**src/rtl/imem_loader_pkg.sv**
```systemverilog
`default_nettype none
// =============================================================================
// Module : imem_loader_pkg
// Brief  : Shared widths, FSM state encoding and helpers for imem_loader.
// Rev    : 1.0  initial release
// =============================================================================
package imem_loader_pkg;

  // Widths shared with the instruction_memory and mips_lite instances.
  localparam int DEFAULT_ADDR_W = 9;
  localparam int DEFAULT_DATA_W = 32;

  typedef enum logic [2:0] {
    ST_IDLE  = 3'd0,
    ST_CLEAR = 3'd1,
    ST_LOAD  = 3'd2,
    ST_RUN   = 3'd3,
    ST_DONE  = 3'd4
  } state_t;

  function automatic int max_int(input int a, input int b);
    return (a > b) ? a : b;
  endfunction

endpackage
`default_nettype wire

```
**src/rtl/imem_loader_if.sv**
```systemverilog
`default_nettype none
// =============================================================================
// Module : imem_loader_if
// Brief  : Valid/ready program-word stream feeding the instruction memory loader.
// Rev    : 1.0  initial release
// =============================================================================
interface imem_loader_if #(
  parameter int DATA_W = imem_loader_pkg::DEFAULT_DATA_W
) ();
  import imem_loader_pkg::*;

  logic              s_valid;
  logic              s_ready;
  logic [DATA_W-1:0] s_data;
  logic              s_last;

  modport master (output s_valid, output s_data, output s_last, input  s_ready);
  modport slave  (input  s_valid, input  s_data, input  s_last, output s_ready);

endinterface
`default_nettype wire

```
**src/rtl/imem_loader_run_watchdog.sv**
```systemverilog
`default_nettype none
// =============================================================================
// Module : imem_loader_run_watchdog
// Brief  : Loadable down-counter; expired is high while the count sits at zero.
// Rev    : 1.0  initial release
// =============================================================================
module imem_loader_run_watchdog
  import imem_loader_pkg::*;
#(
  parameter int CNT_W = 8
) (
  input  wire             clk,
  input  wire             rst,
  input  wire             load,
  input  wire [CNT_W-1:0] load_val,
  output logic            expired
);

  logic [CNT_W-1:0] r_count;

  // Loading N gives N+1 cycles until expiry is acted on, counting the load cycle.
  always_ff @(posedge clk) begin
    if (rst) begin
      r_count <= '0;
    end else if (load) begin
      r_count <= load_val;
    end else if (r_count != '0) begin
      r_count <= r_count - 1'b1;
    end
  end

  assign expired = (r_count == '0);

endmodule
`default_nettype wire

```
**src/rtl/imem_loader.sv**
```systemverilog
`default_nettype none
// =============================================================================
// Module : imem_loader
// Brief  : Boot sequencer: clears instruction memory, streams a program in,
//          runs the core and flags done on fetch-past-end or budget expiry.
//          Define LOADER_CHECKSUM_EN to add a running checksum output.
// Rev    : 1.0  initial release
// =============================================================================
module imem_loader
  import imem_loader_pkg::*;
#(
  parameter int ADDR_W     = DEFAULT_ADDR_W,
  parameter int DATA_W     = DEFAULT_DATA_W,
  parameter int CLR_CYCLES = 4,
  parameter int RUN_BUDGET = 4096
) (
  input  wire               clk,
  input  wire               rst,
  input  wire               start,
  imem_loader_if.slave      s,
  output logic              inst_mem_rstn,
  output logic              inst_mem_wr_en,
  output logic [ADDR_W-1:0] inst_mem_wr_addr,
  output logic [DATA_W-1:0] inst_mem_wr_data,
  input  wire               inst_mem_rd_en,
  input  wire [ADDR_W-1:0]  inst_mem_addr,
  output logic              cpu_rstn,
  output logic [ADDR_W:0]   word_count,
  output logic              overflow,
  output logic              timeout,
  output logic              done
`ifdef LOADER_CHECKSUM_EN
  ,
  output logic [DATA_W-1:0] checksum
`endif
);

  localparam int CNT_W = $clog2(max_int(CLR_CYCLES, RUN_BUDGET)) + 1;
  localparam logic [CNT_W-1:0] c_clr_load = CNT_W'(CLR_CYCLES - 1);
  localparam logic [CNT_W-1:0] c_run_load = CNT_W'(RUN_BUDGET - 1);

  state_t           r_state;
  state_t           w_state_nx;
  logic             r_last_seen;
  logic             w_wd_load;
  logic [CNT_W-1:0] w_wd_val;
  logic             w_expired;
  logic             w_ready;
  logic             w_hs;
  logic             w_wr;
  logic             w_start_ok;
  logic             w_fetch_end;

  imem_loader_run_watchdog #(.CNT_W(CNT_W)) run_watchdog (
    .clk      (clk),
    .rst      (rst),
    .load     (w_wd_load),
    .load_val (w_wd_val),
    .expired  (w_expired)
  );

  assign w_ready     = (r_state == ST_LOAD) && !r_last_seen;
  assign s.s_ready   = w_ready;
  assign w_hs        = s.s_valid && w_ready;
  // A full word_count (top bit set) means the address space is exhausted.
  assign w_wr        = w_hs && !word_count[ADDR_W];
  assign w_start_ok  = start && ((r_state == ST_IDLE) || (r_state == ST_DONE));
  assign w_fetch_end = inst_mem_rd_en && ({1'b0, inst_mem_addr} >= word_count);
  assign cpu_rstn    = (r_state == ST_RUN);

  always_ff @(posedge clk) begin
    if (rst) begin
      r_state <= ST_IDLE;
    end else begin
      r_state <= w_state_nx;
    end
  end

  always_comb begin
    w_state_nx = r_state;
    w_wd_load  = 1'b0;
    w_wd_val   = c_clr_load;
    case (r_state)
      ST_IDLE, ST_DONE: begin
        if (start) begin
          w_state_nx = ST_CLEAR;
          w_wd_load  = 1'b1;
        end
      end
      ST_CLEAR: begin
        if (w_expired) w_state_nx = ST_LOAD;
      end
      ST_LOAD: begin
        // The cycle after the last handshake carries its write (or drop).
        if (r_last_seen) begin
          w_state_nx = ST_RUN;
          w_wd_load  = 1'b1;
          w_wd_val   = c_run_load;
        end
      end
      ST_RUN: begin
        if (w_fetch_end || w_expired) w_state_nx = ST_DONE;
      end
      default: w_state_nx = ST_IDLE;
    endcase
  end

  always_ff @(posedge clk) begin
    if (rst) begin
      inst_mem_rstn    <= 1'b0;
      inst_mem_wr_en   <= 1'b0;
      inst_mem_wr_addr <= '0;
      inst_mem_wr_data <= '0;
      word_count       <= '0;
      overflow         <= 1'b0;
      timeout          <= 1'b0;
      done             <= 1'b0;
      r_last_seen      <= 1'b0;
    end else begin
      inst_mem_rstn  <= (w_state_nx != ST_CLEAR);
      inst_mem_wr_en <= w_wr;
      if (w_wr) begin
        inst_mem_wr_addr <= word_count[ADDR_W-1:0];
        inst_mem_wr_data <= s.s_data;
        word_count       <= word_count + (ADDR_W+1)'(1);
      end
      if (w_hs && word_count[ADDR_W]) overflow <= 1'b1;
      if (w_hs && s.s_last) r_last_seen <= 1'b1;
      if (w_start_ok) begin
        done        <= 1'b0;
        overflow    <= 1'b0;
        timeout     <= 1'b0;
        word_count  <= '0;
        r_last_seen <= 1'b0;
      end
      if ((r_state == ST_RUN) && (w_state_nx == ST_DONE)) begin
        done    <= 1'b1;
        timeout <= w_expired;
      end
    end
  end

`ifdef LOADER_CHECKSUM_EN
  always_ff @(posedge clk) begin
    if (rst || w_start_ok) begin
      checksum <= '0;
    end else if (w_wr) begin
      checksum <= checksum + s.s_data;
    end
  end
`endif

endmodule
`default_nettype wire
```
**src/flat_wrapper.sv**
```systemverilog
// flat-port wrapper written by rule: the top's interface ports become plain ports
module imem_loader_flat import imem_loader_pkg::*;
#(
  parameter int ADDR_W     = DEFAULT_ADDR_W,
  parameter int DATA_W     = DEFAULT_DATA_W,
  parameter int CLR_CYCLES = 4,
  parameter int RUN_BUDGET = 4096
)
  (clk, rst, start, inst_mem_rstn, inst_mem_wr_en, inst_mem_wr_addr, inst_mem_wr_data, inst_mem_rd_en, inst_mem_addr, cpu_rstn, word_count, overflow, timeout, done, s_s_valid, s_s_data, s_s_last, s_s_ready);
  imem_loader_if #(.DATA_W(DATA_W)) s_i ();
  input  wire clk;
  input  wire rst;
  input  wire start;
  output logic inst_mem_rstn;
  output logic inst_mem_wr_en;
  output logic [ADDR_W-1:0] inst_mem_wr_addr;
  output logic [DATA_W-1:0] inst_mem_wr_data;
  input  wire inst_mem_rd_en;
  input  wire [ADDR_W-1:0] inst_mem_addr;
  output logic cpu_rstn;
  output logic [ADDR_W:0] word_count;
  output logic overflow;
  output logic timeout;
  output logic done;
  input wire logic [$bits(s_i.s_valid)-1:0] s_s_valid;
  input wire logic [$bits(s_i.s_data)-1:0] s_s_data;
  input wire logic [$bits(s_i.s_last)-1:0] s_s_last;
  output wire logic [$bits(s_i.s_ready)-1:0] s_s_ready;
  assign s_i.s_valid = s_s_valid;
  assign s_i.s_data = s_s_data;
  assign s_i.s_last = s_s_last;
  assign s_s_ready = s_i.s_ready;
  imem_loader #(.ADDR_W(ADDR_W), .DATA_W(DATA_W), .CLR_CYCLES(CLR_CYCLES), .RUN_BUDGET(RUN_BUDGET)) u_core (.clk(clk), .rst(rst), .start(start), .s(s_i), .inst_mem_rstn(inst_mem_rstn), .inst_mem_wr_en(inst_mem_wr_en), .inst_mem_wr_addr(inst_mem_wr_addr), .inst_mem_wr_data(inst_mem_wr_data), .inst_mem_rd_en(inst_mem_rd_en), .inst_mem_addr(inst_mem_addr), .cpu_rstn(cpu_rstn), .word_count(word_count), .overflow(overflow), .timeout(timeout), .done(done));
endmodule
```
**config.mk**
```make
export PLATFORM = sky130hd
export DESIGN_NAME = imem_loader_flat
export DESIGN_NICKNAME = d
export VERILOG_FILES = /design/src/rtl/imem_loader_pkg.sv /design/src/rtl/imem_loader_if.sv /design/src/rtl/imem_loader_run_watchdog.sv /design/src/rtl/imem_loader.sv /design/src/flat_wrapper.sv
export SDC_FILE = /design/constraint.sdc
export NUM_CORES = 1
export LEC_CHECK = 0
export BUFFER_PORTS_ARGS = -buffer_cell sky130_fd_sc_hd__buf_4
export CAP_MARGIN = 20
export CORE_ASPECT_RATIO = 2
export CORE_MARGIN = 2
export CORE_UTILIZATION = 54
export CTS_CLUSTER_SIZE = 30
export DETAILED_ROUTE_END_ITERATION = 6
export GPL_ROUTABILITY_DRIVEN = 0
export PLACE_DENSITY = 0.91
export SLEW_MARGIN = 30
export SYNTH_ARGS = -nofsm -noshare
export SYNTH_HDL_FRONTEND = slang
export SYNTH_SLANG_ARGS = --single-unit
export TNS_END_PERCENT = 10
```
**constraint.sdc**
```tcl
create_clock -name clk -period 4.05 [get_ports clk]
set_clock_uncertainty 0.2 [all_clocks]
set_input_delay 0.405 -clock clk [delete_from_list [all_inputs] [get_ports clk]]
set_output_delay 0.405 -clock clk [all_outputs]
set_load 0.005 [all_outputs]
```
==> flow_summary.yaml <==
finish:
  ff_latch_area_sq_um: 1460
  layout_common_cells: "105 x buf_4, 97 x nand2_1, 73 x dfxtp_1"
  final_core_util: 0.742
  nNetsFinal: 531
  area_growth_pct: 34.6
  drive_gt1_frac: 0.270
  mostFrequentLayoutCell: "buf_4"
  fillers: 416
  multiInputGateArea_sq_um: 1480
  fin_area_sq_um: 4170
  n_antenna_cell: 0
  layout.cells.non_filler: 539
place:
  placed_area_sq_um: 3870
  port_buffers: 104
  hpwlAfterDp_um: 5140
  dp_cells: 523
floorplanning:
  die_y_um: 111
  row_count: 39
  die_area_sq_um: 6390
  core_area_sq_um: 5610
  io_pins: 105
  die_w_um: 57.5
  initial_utilization: 0.551
synth:
  synthCells: 378
  synth_flop_cell: "dfxtp_1"
  yosysWarnings: 0
  synth_cell_types: 44
  synth-seq-cells: 73
  synthesis.area_sq_um: 3090
  avgSynthCellArea_sq_um: 8.19
  synth_nets: 436
  synthArstFlopShare: 0
  ys_seq_area_frac: 0.472
  synth_edf_count: 0
global_route:
  grt_pass1_wl_um: 12300
  overflow: 0
  grt.total_usage: 0.242
  grt_pass1_vias: 2821
  grt_max_degree: 57
  antenna_found_initial: 0
sta:
  fin_hold_ws_ns: 0.122
  drv_slew: 0
  post-route-period-util: 0.632
  setup_violations: 0
  period_needed_ns: 2.56
  worstMarginPinSlew_ns: 0.671
  hold_violations: 0
  slew_headroom: 0.553
  max_clock_freq_mhz: 391
  setup_tns_ns: 0
  rsz0062_at_grt: "false"
cts:
  cts_root_buffer: "clkbuf_16"
  postCtsHoldBufs: 0
  cts_tree: "yes"
  cts_buffers: 9
  cts_sinks: 73
  h-tree-depth: 3
  cts_setup_buffers: 0
  clkLatencyLatePin_ns: 0.33
  ctsResizeCount: 0
  cts_buffer_depth: 2
  path_clk_slew_ns: 0.06
power_and_ir_drop:
  power_density_nw_per_um2: 574
  power_leakage_nw: 1.73
  peakVddDrop_uv: 725
detailed_routing:
  top_layer_used: "met4"
  wl_met1_um: 2970
  met2_length_um: 3800
  drt-total-wl_um: 7500
  antenna_left: 0
  drc: 0
  via_count: 2943
  routedWlPerCell_um: 13.9
  wl_met3_um: 564
  drt_iter0_markers: 107
  dr.pass1.iters: 4
  via_per_inst: 5.46
status:
  outcome: "completed"
setup_path:
  critical_path_peak_fanout: 48
  critPathKind: "flip-flop to flip-flop"
  cp.required_ns: 4.04
  arrival_ns: 2.55
  critPathCaptureType: "flip-flop"
  cp-start-kind: "flip-flop"
hold_path:
  hold_class: "primary input to flip-flop"
job:
  drv_cap: 0
## worst max-delay path: stages, from the launching register on
cell and delay [ns]:
dfxtp_1 0.45, or4b_1 0.58, or3_4 0.61, nor4_2 0.34, xnor2_1 0.18, nor2_1 0.05
## synth_stat cells (2+ instances only)
master,n,area (sq um)
nand2_1,97,364
dfxtp_1,73,1460
a21oi_1,50,250
nor2_1,21,78.8
inv_1,16,60.1
clkbuf_1,14,52.6
xnor2_1,13,114
ha_1,11,138
o21ai_0,11,55.1
nand3_1,7,35.0
a31oi_1,6,37.5
buf_2,5,25.0
nor3_1,5,25.0
nor4_1,5,31.3
o31ai_1,4,30.0
nand4_1,3,18.8
xor2_1,3,26.3
a211oi_1,2,15.0
and3_1,2,12.5
nand2b_1,2,12.5
nand3b_1,2,15.0
nor4b_1,2,17.5
o21ba_2,2,20.0
or3_1,2,12.5
## layout make-up
class / count / share of cell area
flip-flops and latches: 73 / 0.351
inverters: 16 / 0.0144
multi-input cells: 268 / 0.356
clock inverters: 6 / 0.0138
well taps: 61 / 0.0183
clock buffers: 10 / 0.0574
repair buffers: 105 / 0.189
## registers in the layout, summed over array words and instances (netlist names)
| register | count |
|---|---|
| u_core.inst_mem_rstn | 1 |
| u_core.timeout | 1 |
| u_core.run_watchdog.r_count | 13 |
| u_core.inst_mem_wr_addr | 9 |
| u_core.r_last_seen | 1 |
| u_core.inst_mem_wr_en | 1 |
| u_core.r_state | 3 |
| u_core.overflow | 1 |
| u_core.done | 1 |
| u_core.word_count | 10 |
| u_core.inst_mem_wr_data | 32 |
## stage by stage
step	total power, mW	worst slack, ns
6_report	2.39	1.49
3_5_place_dp	1.62	1.56
3_3_place_gp	1.59	1.59
4_1_cts	2.39	1.51
2_1_floorplan	1.42	1.93
5_1_grt	2.52	1.37
## where the power goes
part	internal [mW]	total [mW]	switching (mW)
clock	0.488	0.776	0.287
sequential	0.811	0.892	0.0815
combinational	0.309	0.722	0.413
total	1.61	2.39	0.782
## layer usage
metal	vias up	global-route usage
met5	-	0
met4	0	0.121
met3	17	0.0723
met2	103	0.397
met1	1356	0.275
li1	1467	-
## logic make-up (layout without fill, tap and decap cells)
group / after synthesis / after routing / share of synthesized area
simple gates: 158 / 158 / 0.233
buf+inv: 37 / 137 / 0.0505
compound gates: 82 / 82 / 0.151
fa+ha+maj: 11 / 11 / 0.0445
mux: 1 / 1 / 0.00324
xor+xnor: 16 / 16 / 0.0453
flops: 73 / 73 / 0.472
## final timing paths
| path | slack, ns | endpoint | start | cells after the start |
|---|---|---|---|---|
| setup / recovery | 1.49 | u_core.word_count[5] | u_core.r_state[1] | 5 |
| hold / removal | 0.12 | u_core.inst_mem_wr_data[30] | s_s_data[30] | 3 |
| setup reg to reg | 1.49 | u_core.word_count[5] | u_core.r_state[1] | 5 |
| hold reg to reg | 0.24 | u_core.run_watchdog.r_count[12] | u_core.run_watchdog.r_count[12] | 2 |
No activity file was read; power rests on OpenSTA's default activity.
